==> src/rtl/sat_pkg.sv <==
// Shared types and helpers for the SAT solver datapath.
//   lit_t           : one clause literal {valid, polarity, var_id}
//   clause_status_e : outcome of evaluating a clause against the variable state
//   imply_entry_t   : one pending implication {var_id, val}
//   classify_clause : combinational clause classifier used by bcp_core
package sat_pkg;

    localparam int MAX_VARS_BITS    = 8;
    localparam int MAX_CLAUSES_BITS = 10;
    localparam int NUM_LITS         = 3;

    typedef struct packed {
        logic                     valid;
        logic                     polarity;
        logic [MAX_VARS_BITS-1:0] var_id;
    } lit_t;

    typedef enum logic [1:0] {
        CL_SAT,
        CL_UNIT,
        CL_CONFLICT,
        CL_UNRES
    } clause_status_e;

    typedef struct packed {
        logic [MAX_VARS_BITS-1:0] var_id;
        logic                     val;
    } imply_entry_t;

    typedef struct packed {
        clause_status_e status;
        imply_entry_t   imp;
    } clause_result_t;

    // A literal is TRUE when assigned with val==polarity, FALSE when assigned
    // otherwise, OPEN when unassigned. Invalid slots do not participate, so a
    // clause with no valid slot has no TRUE and no OPEN literal: a conflict.
    function automatic clause_result_t classify_clause(
        input lit_t [NUM_LITS-1:0] lits,
        input logic [NUM_LITS-1:0] val,
        input logic [NUM_LITS-1:0] unassign
    );
        clause_result_t res;
        logic           any_true;
        int unsigned    n_open;
        any_true   = 1'b0;
        n_open     = 0;
        res.status = CL_UNRES;
        res.imp    = '0;
        for (int i = 0; i < NUM_LITS; i++) begin
            if (lits[i].valid) begin
                if (unassign[i]) begin
                    n_open         = n_open + 1;
                    res.imp.var_id = lits[i].var_id;
                    res.imp.val    = lits[i].polarity;
                end else if (val[i] == lits[i].polarity) begin
                    any_true = 1'b1;
                end
            end
        end
        if (any_true) begin
            res.status = CL_SAT;
        end else if (n_open == 0) begin
            res.status = CL_CONFLICT;
        end else if (n_open == 1) begin
            res.status = CL_UNIT;
        end else begin
            res.status = CL_UNRES;
        end
        return res;
    endfunction

endpackage

==> src/rtl/bcp_pend_fifo.sv <==
// Pending-implication FIFO between the BCP classifier and the imply queue.
// Ports:
//   clock, reset    : clock, synchronous active-low reset
//   clear           : synchronous flush (empties the FIFO)
//   wr_en, wr_data  : write one imply_entry_t
//   rd_en           : pop the head entry (ignored when empty)
//   rd_data         : head entry (combinational)
//   full, empty     : occupancy flags
//   overflow        : one-cycle pulse when a write is dropped (full, no pop)
module bcp_pend_fifo
    import sat_pkg::*;
#(
    parameter int DEPTH = 4
) (
    input  logic         clock,
    input  logic         reset,
    input  logic         clear,
    input  logic         wr_en,
    input  imply_entry_t wr_data,
    input  logic         rd_en,
    output imply_entry_t rd_data,
    output logic         full,
    output logic         empty,
    output logic         overflow
);

    localparam int AW = $clog2(DEPTH);

    // Pointers carry one extra wrap bit to tell full from empty.
    logic [AW:0]  wr_ptr;
    logic [AW:0]  rd_ptr;
    imply_entry_t mem [DEPTH];
    logic         do_wr;
    logic         do_rd;

    assign empty    = (wr_ptr == rd_ptr);
    assign full     = (wr_ptr[AW] != rd_ptr[AW]) && (wr_ptr[AW-1:0] == rd_ptr[AW-1:0]);
    assign do_rd    = rd_en & ~empty;
    // A pop in the same cycle frees the slot, so a write while full is legal then.
    assign do_wr    = wr_en & (~full | do_rd);
    assign overflow = wr_en & full & ~do_rd;
    assign rd_data  = mem[rd_ptr[AW-1:0]];

    always_ff @(posedge clock) begin
        if (!reset || clear) begin
            wr_ptr <= '0;
            rd_ptr <= '0;
        end else begin
            if (do_wr) wr_ptr <= wr_ptr + {{AW{1'b0}}, 1'b1};
            if (do_rd) rd_ptr <= rd_ptr + {{AW{1'b0}}, 1'b1};
        end
    end

    always_ff @(posedge clock) begin
        if (do_wr) mem[wr_ptr[AW-1:0]] <= wr_data;
    end

endmodule

==> src/rtl/bcp_core.sv <==
// Boolean-constraint-propagation engine. For each clause index it reads the
// clause literals, looks up their variable values, classifies the clause and
// either queues a unit implication or raises a sticky conflict.
// Ports:
//   clock, reset            : clock, synchronous active-low reset
//   clear                   : flush pipeline, pending FIFO and conflict flag
//   en, clause_idx          : clause index stream from control (no backpressure)
//   cdb_rd_en, cdb_addr     : clause-DB read (combinational from en/clause_idx)
//   cdb_lits                : clause literals, one cycle after the read
//   vs_rd_en, vs_var        : variable-state read for all literal slots
//   vs_val, vs_unassign     : per-slot value/unassigned, one cycle after the read
//   push_imply, var_imply,
//   val_imply, type_imply   : implication output toward the imply queue
//   full_imply              : imply queue full
//   busy                    : work in flight
//   conflict                : sticky conflict flag (cleared by clear/reset)
//   overflow                : sticky pending-FIFO overflow (cleared by reset only)
module bcp_core #(
    parameter int MAX_VARS_BITS    = sat_pkg::MAX_VARS_BITS,
    parameter int MAX_CLAUSES_BITS = sat_pkg::MAX_CLAUSES_BITS,
    parameter int LITS             = sat_pkg::NUM_LITS,
    parameter int PEND_DEPTH       = 4
) (
    input  logic                              clock,
    input  logic                              reset,
    input  logic                              clear,
    input  logic                              en,
    input  logic [MAX_CLAUSES_BITS-1:0]       clause_idx,
    output logic                              cdb_rd_en,
    output logic [MAX_CLAUSES_BITS-1:0]       cdb_addr,
    input  logic [LITS*(MAX_VARS_BITS+2)-1:0] cdb_lits,
    output logic                              vs_rd_en,
    output logic [LITS*MAX_VARS_BITS-1:0]     vs_var,
    input  logic [LITS-1:0]                   vs_val,
    input  logic [LITS-1:0]                   vs_unassign,
    output logic                              push_imply,
    output logic [MAX_VARS_BITS-1:0]          var_imply,
    output logic                              val_imply,
    output logic                              type_imply,
    input  logic                              full_imply,
    output logic                              busy,
    output logic                              conflict,
    output logic                              overflow
);

    import sat_pkg::*;

    logic            vld_p1;
    logic            vld_p2;
    lit_t [LITS-1:0] lits_p1;
    lit_t [LITS-1:0] lits_p2;
    clause_result_t  res_p2;
    logic            fifo_wr;
    logic            fifo_full;
    logic            fifo_empty;
    logic            fifo_ovf;
    imply_entry_t    fifo_head;

    // ---- S0: clause-DB read issued straight from the index stream ----
    assign cdb_rd_en = en;
    assign cdb_addr  = clause_idx;

    always_ff @(posedge clock) begin
        if (!reset) begin
            vld_p1 <= 1'b0;
        end else begin
            vld_p1 <= en & ~clear;
        end
    end

    // ---- S1: literals arrive, variable-state read issued ----
    assign lits_p1  = cdb_lits;
    assign vs_rd_en = vld_p1;

    always_comb begin
        vs_var = '0;
        if (vld_p1) begin
            for (int i = 0; i < LITS; i++) begin
                vs_var[i*MAX_VARS_BITS +: MAX_VARS_BITS] = lits_p1[i].var_id;
            end
        end
    end

    always_ff @(posedge clock) begin
        if (!reset) begin
            vld_p2 <= 1'b0;
        end else begin
            vld_p2 <= vld_p1 & ~clear;
        end
    end

    always_ff @(posedge clock) begin
        lits_p2 <= lits_p1;
    end

    // ---- S2: values arrive, clause classified, result committed at the edge ----
    always_comb begin
        res_p2 = classify_clause(lits_p2, vs_val, vs_unassign);
    end

    // Once a conflict is seen, further implications are pointless.
    assign fifo_wr = vld_p2 & ~clear & ~conflict & (res_p2.status == CL_UNIT);

    always_ff @(posedge clock) begin
        if (!reset) begin
            conflict <= 1'b0;
        end else if (clear) begin
            conflict <= 1'b0;
        end else if (vld_p2 && (res_p2.status == CL_CONFLICT)) begin
            conflict <= 1'b1;
        end
    end

    always_ff @(posedge clock) begin
        if (!reset) begin
            overflow <= 1'b0;
        end else if (fifo_ovf) begin
            overflow <= 1'b1;
        end
    end

    bcp_pend_fifo #(
        .DEPTH(PEND_DEPTH)
    ) u_pend_fifo (
        .clock    (clock),
        .reset    (reset),
        .clear    (clear),
        .wr_en    (fifo_wr),
        .wr_data  (res_p2.imp),
        .rd_en    (push_imply),
        .rd_data  (fifo_head),
        .full     (fifo_full),
        .empty    (fifo_empty),
        .overflow (fifo_ovf)
    );

    // ---- S3: implication output from the FIFO head ----
    assign push_imply = ~fifo_empty & ~full_imply & ~conflict;
    assign var_imply  = push_imply ? fifo_head.var_id : '0;
    assign val_imply  = push_imply & fifo_head.val;
    assign type_imply = 1'b1;

    // Entries stranded behind a conflict will never drain, so they are not work.
    assign busy = en | vld_p1 | vld_p2 | (~fifo_empty & ~conflict);

    logic unused_full;
    assign unused_full = fifo_full;

endmodule
==> config.mk <==
export PLATFORM = sky130hd
export DESIGN_NAME = bcp_core
export DESIGN_NICKNAME = d
export VERILOG_FILES = /design/src/rtl/sat_pkg.sv /design/src/rtl/bcp_pend_fifo.sv /design/src/rtl/bcp_core.sv
export SDC_FILE = /design/constraint.sdc
export NUM_CORES = 1
export LEC_CHECK = 0
export CORE_UTILIZATION = 46
export DETAILED_ROUTE_END_ITERATION = 12
export MAX_ROUTING_LAYER = met4
export PLACE_DENSITY = 0.82
export SYNTH_ARGS = -nofsm -noshare
export SYNTH_HDL_FRONTEND = slang
export SYNTH_HIERARCHICAL = 1
export SYNTH_SLANG_ARGS = --single-unit
==> constraint.sdc <==
create_clock -name clock -period 3.83 [get_ports clock]
set_input_delay 0.9575 -clock clock [delete_from_list [all_inputs] [get_ports clock]]
set_output_delay 0.9575 -clock clock [all_outputs]
set_load 0.02 [all_outputs]
==> results.md, run 1 <==
- Outcome: completed
- Htree depth: 3
- # port buffers: 79
- Worst Setup Start Kind: input pin
- CTS sink count: a little under 80
- Period utilization: 0.934
- DRC: 0
- CTS Buf Count: 9
- Die area: between 0.007 and 0.008 mm2
- Synth Area per Inst: 13.0 um2
- Via/cell ratio: ~4.8
- Detailed placer's ending HPWL: between 4000 and 5000 um
- N_diodes: 0
- Unrepaired setup endpoints after global routing: false
- Row cnt: 30
- First-pass GRT wire length: roughly 9500 um
- Core Footprint: about 0.0068 mm2
- Gpl congestion: ~0.74
- Max Transition Viols Final: 0
- Synthesized Nets: slightly above 300
- Commonest non-fill, non-tap cell in the layout: clkdlybuf4s50_1
- Vias: 2039
- FF-to-FF Start: lits_p2[9]
- Crit path from: vs_unassign[0]
- GRT overflow: 0
- Relative slew margins: 0.469
- Final clock skew: around 0.0089 ns
- Iter 0 DRT Violations: 95
- Largest net degree at the start of global routing: 28
- CP peak stage delay: 0.42 ns
- Setup TNS: 0 ns
- Crit path capture type: flip-flop
- Fillers: around 520
- Static Leak: 1.54 nW
- CP max stage cell: clkdlybuf4s50_1
- I/O Pins: approximately 100
- Crit path cell chain: clkdlybuf4s50_1, nand2_1, inv_1, ha_1, nand2_1, o21ai_2, ha_1, or2_1, mux2i_1, nand4_1, nor4b_2, inv_1, a41oi_2, and2_1, buf_12
- Vias in the first global route: a little over 2000
- Commonest non-fill, non-tap cells in the layout: clkdlybuf4s50_1 (79), dfxtp_1 (42), and2_1 (41)
- Fin. Hold Viols: 0
- Reg-to-Reg End: u_pend_fifo/mem[0][3]
- Antenna-violating nets left: 0
- DRT Pass-1 Iters: 4
- YS warnings: 6
- WS Path Type: in2reg
- Max VDD drop: between 0.0002 and 0.00025 V
- Cell Pwr Density: between 300 and 400 mW/mm2
- Crit path time final: ~3.6 ns
- Wire per inst: between 10 and 15 um
- Synth Cell Area: 0.00322 mm2
- Synth-to-Final Area Change: 34.6%
- CTS root buffer: clkbuf_8
- Worst slew pin tran: between 0.7 and 0.8 ns
- Die X: between 80 and 90 um
- Crit-path max FO: 9
- Core Util, Final: 0.638
- Hold buffers post-CTS: 0
- Reg2Reg Setup Slack: 1.00 ns
- DRT Wirelength: ~5700 um
- Setup bufs post-CTS: 0
- Final setup viols: 0
- Synthesized instance count: approximately 250
- Worst reg2reg path depth: 14
- Final #Nets: a little under 400
- HP Start: overflow
- Clock buffer depth: 2
- Initial antenna violation count: 0
- Die Ht: roughly 86 um
- Crit path capture: u_pend_fifo/mem[0][3]
- GRT Overall Usage: 0.175
- Cts repair resizes: 0
- TritonCTS clock tree: built
- Starting density of the core: 0.474
- WP data arrival: ~3.6 ns
- Skew-Pair Late Insertion Delay: roughly 0.34 ns
- Worst-path clk slew: ~0.08 ns
- Required time of the critical path: about 3.9 ns
- Maxcap violations: 0
- HP Class: reg2reg
- Layout cells sized above 1: 0.138
- Max Fclk: roughly 0.28 GHz
[worst max-delay path: cells and delay by family]
kind                       cells  cell delay [ns]
and+or+nand+nor                6             1.01
adders and majority gates      2             0.54
muxes                          1             0.13
AOI/OAI and AO/OA              2             0.29
buffers and inverters          4             0.71
[report_power, final]
part | leakage, nW | total, mW | internal [mW] | switching (mW)
combinational | 0.753 | 0.126 | 0.0709 | 0.0552
clock | 0.107 | 0.611 | 0.327 | 0.283
sequential | 0.675 | 0.900 | 0.891 | 0.00820
[state kept, by name (all words and copies together), names as in the netlist, named ones only]
signal,count
conflict,1
u_pend_fifo/rd_ptr,3
lits_p2,30
vs_rd_en,1
vld_p2,1
u_pend_fifo/mem,36
overflow,1
u_pend_fifo/wr_ptr,3
[worst min path at each step]
stage | to | slack, ns | cells after the start
floorplan | u_pend_fifo/wr_ptr[2] | 0.48 | 2
global placement | overflow | 0.47 | 2
detailed placement | overflow | 0.48 | 2
CTS | overflow | 0.50 | 2
global route | overflow | 0.52 | 2
finish | overflow | 0.50 | 2
[metal layers]
layer / wire length, um / GRT usage / up-vias
met5: 0 / - / -
met4: 61 / 0.0667 / 0
met3: 361 / 0.0404 / 8
met2: 2600 / 0.265 / 84
met1: 2670 / 0.230 / 923
li1: - / - / 1024
[per-stage QoR]
step	setup WS (ns)	power, mW	hold slack, ns	instance area (um2)	std cells
final	0.255	1.64	0.496	4340	429
after global routing	0.0330	1.70	0.516	4340	429
after CTS	0.247	1.65	0.502	4340	429
after detailed placement	-0.112	1.05	0.484	4140	413
after global placement	-0.0840	1.04	0.469	4140	413
after floorplan	0.283	0.986	0.478	3220	248
[layout make-up]
class | count | area, um2 | area share
repair buffers | 89 | 916 | 0.211
multi-input cells | 141 | 1140 | 0.264
clock inverters | 5 | 57.6 | 0.0133
flip-flops and latches | 78 | 1920 | 0.443
clock buffers | 11 | 145 | 0.0335
well taps | 96 | 120 | 0.0277
inverters | 9 | 33.8 | 0.00779
No activity file was read; power rests on OpenSTA's default activity.
==> run 2, diff against run 1 <==
--- a/config.mk
+++ b/config.mk
@@ -5,8 +5,10 @@
 export SDC_FILE = /design/constraint.sdc
 export NUM_CORES = 1
 export LEC_CHECK = 0
+export CAP_MARGIN = 20
 export CORE_UTILIZATION = 46
 export DETAILED_ROUTE_END_ITERATION = 12
+export GPL_TIMING_DRIVEN = 0
 export MAX_ROUTING_LAYER = met4
 export PLACE_DENSITY = 0.82
 export SYNTH_ARGS = -nofsm -noshare
==> results.md, run 2 (synthesized netlist as in run 1, its figures left out) <==
- WP data arrival: 2.68 ns (-0.95 ns)
- Tot Pwr: 1.65 mW (+0.57%)
- FF-to-FF Start: lits_p2[9]
- Fin. Hold Viols: 0 (unchanged)
- Cell Area, Placed: 0.00423 mm2 (+2.4%)
- Max FFs per register: 36 (unchanged)
- Largest net degree at the start of global routing: 13 (-54%)
- Hold_ws: 0.478 ns (-0.0181 ns)
- DRT Wirelength: 6380 um (+12%)
- Skew-Pair Late Insertion Delay: 0.34 ns (about the same)
- Period utilization: 0.950 (+0.0169)
- Cell family with most CP delay: buffers and inverters
- I/O Pins: 101 (unchanged)
- Cell-internal power: 1.29 mW (about the same)
- # port buffers: 89 (+13%)
- Die area: 0.00735 mm2 (unchanged)
- Gpl congestion: 0.713 (-4.2%)
- Core Util, Final: 0.664 (+0.0260)
- Synth-to-Final Area Change: 40.1%
- Multi-input gate area: 0.00120 mm2 (+5.1%)
- Fillers: 489 (-6.1%)
- Psw: 0.357 mW (+2.9%)
- Unrepaired setup endpoints after global routing: false
- Cell Pwr Density: 364 mW/mm2 (-3.4%)
- Vias in the first global route: 2250 (+11%)
- Commonest non-fill, non-tap cells in the layout: clkdlybuf4s50_1 (88), dfxtp_1 (42), and2_1 (38)
- Htree depth: 3 (unchanged)
- Die Ht: 85.7 um (unchanged)
- Required time of the critical path: 2.87 ns (-1.02 ns)
- Layout cells sized above 1: 0.162 (+0.0234)
- Starting density of the core: 0.474 (unchanged)
- Via/cell ratio: 4.82 (+1.3%)
- Crit-path max FO: 12 (+3)
- First-pass GRT wire length: 10200 um (+7.1%)
- Outcome: completed
- Die X: 85.7 um (unchanged)
- Sw Ratio: 0.217 (+0.00490)
- DRT Pass-1 Iters: 4 (unchanged)
- Worst slew pin tran: 0.635 ns (-0.160 ns)
- Max Transition Viols Final: 0 (unchanged)
- DRC: 0 (unchanged)
- Static Leak: 1.63 nW (+5.9%)
- TritonCTS clock tree: built
- Clock power frac: 0.360 (-0.013)
- Relative slew margins: 0.574 (+0.105)
- Design area: 0.00451 mm2 (+4.1%)
- Iter 0 DRT Violations: 116 (+22%)
- Max Fclk: 0.275 GHz (-1.8%)
- CTS sink count: 78 (unchanged)
- Maxcap violations: 0 (unchanged)
- Core Footprint: 0.00679 mm2 (unchanged)
- Vias: 2191 (+7.5%)
- Clock buffer depth: 2 (unchanged)
- Detailed placer's ending HPWL: 4450 um (+1.9%)
- GRT Overall Usage: 0.191 (+0.0167)
- Reg2Reg Setup Slack: 0.83 ns (-0.17 ns)
- Worst path most repeated cell: clkdlybuf4s50_1
- Worst reg2reg path depth: 13 (-1)
- Worst-path clk slew: 0.07 ns (about the same)
- Crit path cell chain: clkdlybuf4s50_1, nor3_2, and2_1, clkdlybuf4s50_1
- Worst Setup Start Kind: input pin
- CP peak stage delay: 0.60 ns (+0.18 ns)
- Final setup viols: 0 (unchanged)
- Final #Nets: 412 (+6.7%)
- Hold EP: overflow
- Crit path time final: 3.64 ns (+0.0648 ns)
- FF/Latch Area: 0.00192 mm2 (unchanged)
- HP Start: overflow
- WP buf/inv: 2 (-2)
- Crit path from: full_imply
- CP max stage cell: clkdlybuf4s50_1
- Wire per inst: 14.0 um (+5.7%)
- Sequential share of power: 0.546 (-0.004)
- CTS Buf Count: 9 (unchanged)
- Max VDD drop: 0.000227 V (-5.2%)
- Reg-to-Reg End: u_pend_fifo/mem[2][5]
- WS Path Type: in2out
- N_diodes: 0 (unchanged)
- Row cnt: 30 (unchanged)
- Antenna-violating nets left: 0 (unchanged)
- HP Class: reg2reg
- CTS root buffer: clkbuf_8
- Initial antenna violation count: 0 (unchanged)
- Combinational fraction of design power: 0.094 (+0.017)
- Commonest non-fill, non-tap cell in the layout: clkdlybuf4s50_1
- GRT overflow: 0 (unchanged)
- Crit path capture type: primary output
- Final clock skew: 0.00410 ns (-0.00479 ns)
- Hold path depth: 2 (unchanged)
## run 2: through the flow
stage,worst slack (ns),TNS [ns],std cells
global route,0.0123,0,455
global placement,-0.475,-16.19,433
floorplan,0.283,0,248
detailed placement,-0.548,-17.88,433
CTS,-0.0219,-0.347,449
finish,0.190,0,455
## run 2: cell type report
class	instances	area share
timing repair buffer	92	0.203
sequential	78	0.426
clock buffer	14	0.0407
inverter	9	0.00748
tap	96	0.0266
clock inverter	2	0.00277
buffer	20	0.0274
multi-input combinational	144	0.266
## run 2: timing repair
item | 4_1_cts | 5_1_grt
gates cloned | 0 | 3
pin swaps | 0 | 6
hold buffers | 0 | 0
gates resized for setup | 3 | 10
setup buffers | 0 | 3
endpoints found under the setup margin | 27 | 37
## run 2: worst max path at each step
stage	to	slack (ns)	cells past startpoint
floorplan	u_pend_fifo/mem[0][0]	0.28	13
finish	var_imply[0]	0.19	4
detailed placement	u_pend_fifo/mem[1][5]	-0.55	14
global placement	u_pend_fifo/mem[1][5]	-0.48	14
CTS	u_pend_fifo/mem[1][4]	-0.02	14
global route	var_imply[3]	0.01	6
## run 2: layer usage
| metal | vias to the layer above | GRT usage | routed length, um |
|---|---|---|---|
| met1 | 1009 | 0.219 | 2740 |
| li1 | 1077 | - | - |
| met3 | 9 | 0.0645 | 423 |
| met5 | - | - | 0 |
| met2 | 96 | 0.311 | 3130 |
| met4 | 0 | 0.0773 | 85 |
## run 2: power by group through the flow
stage | Combinational (mW) | Sequential, mW | Clock, mW
after detailed placement | 0.154 | 0.918 | 0
after global routing | 0.168 | 0.900 | 0.638
after CTS | 0.155 | 0.899 | 0.599
after global placement | 0.149 | 0.917 | 0
final | 0.155 | 0.899 | 0.592
after floorplan | 0.0695 | 0.916 | 0
## run 2: worst min-delay path, cell delays in order, from the launching register on
cell and delay, ns:
dfxtp_1 0.33, nor2_1 0.05, nor2_1 0.07
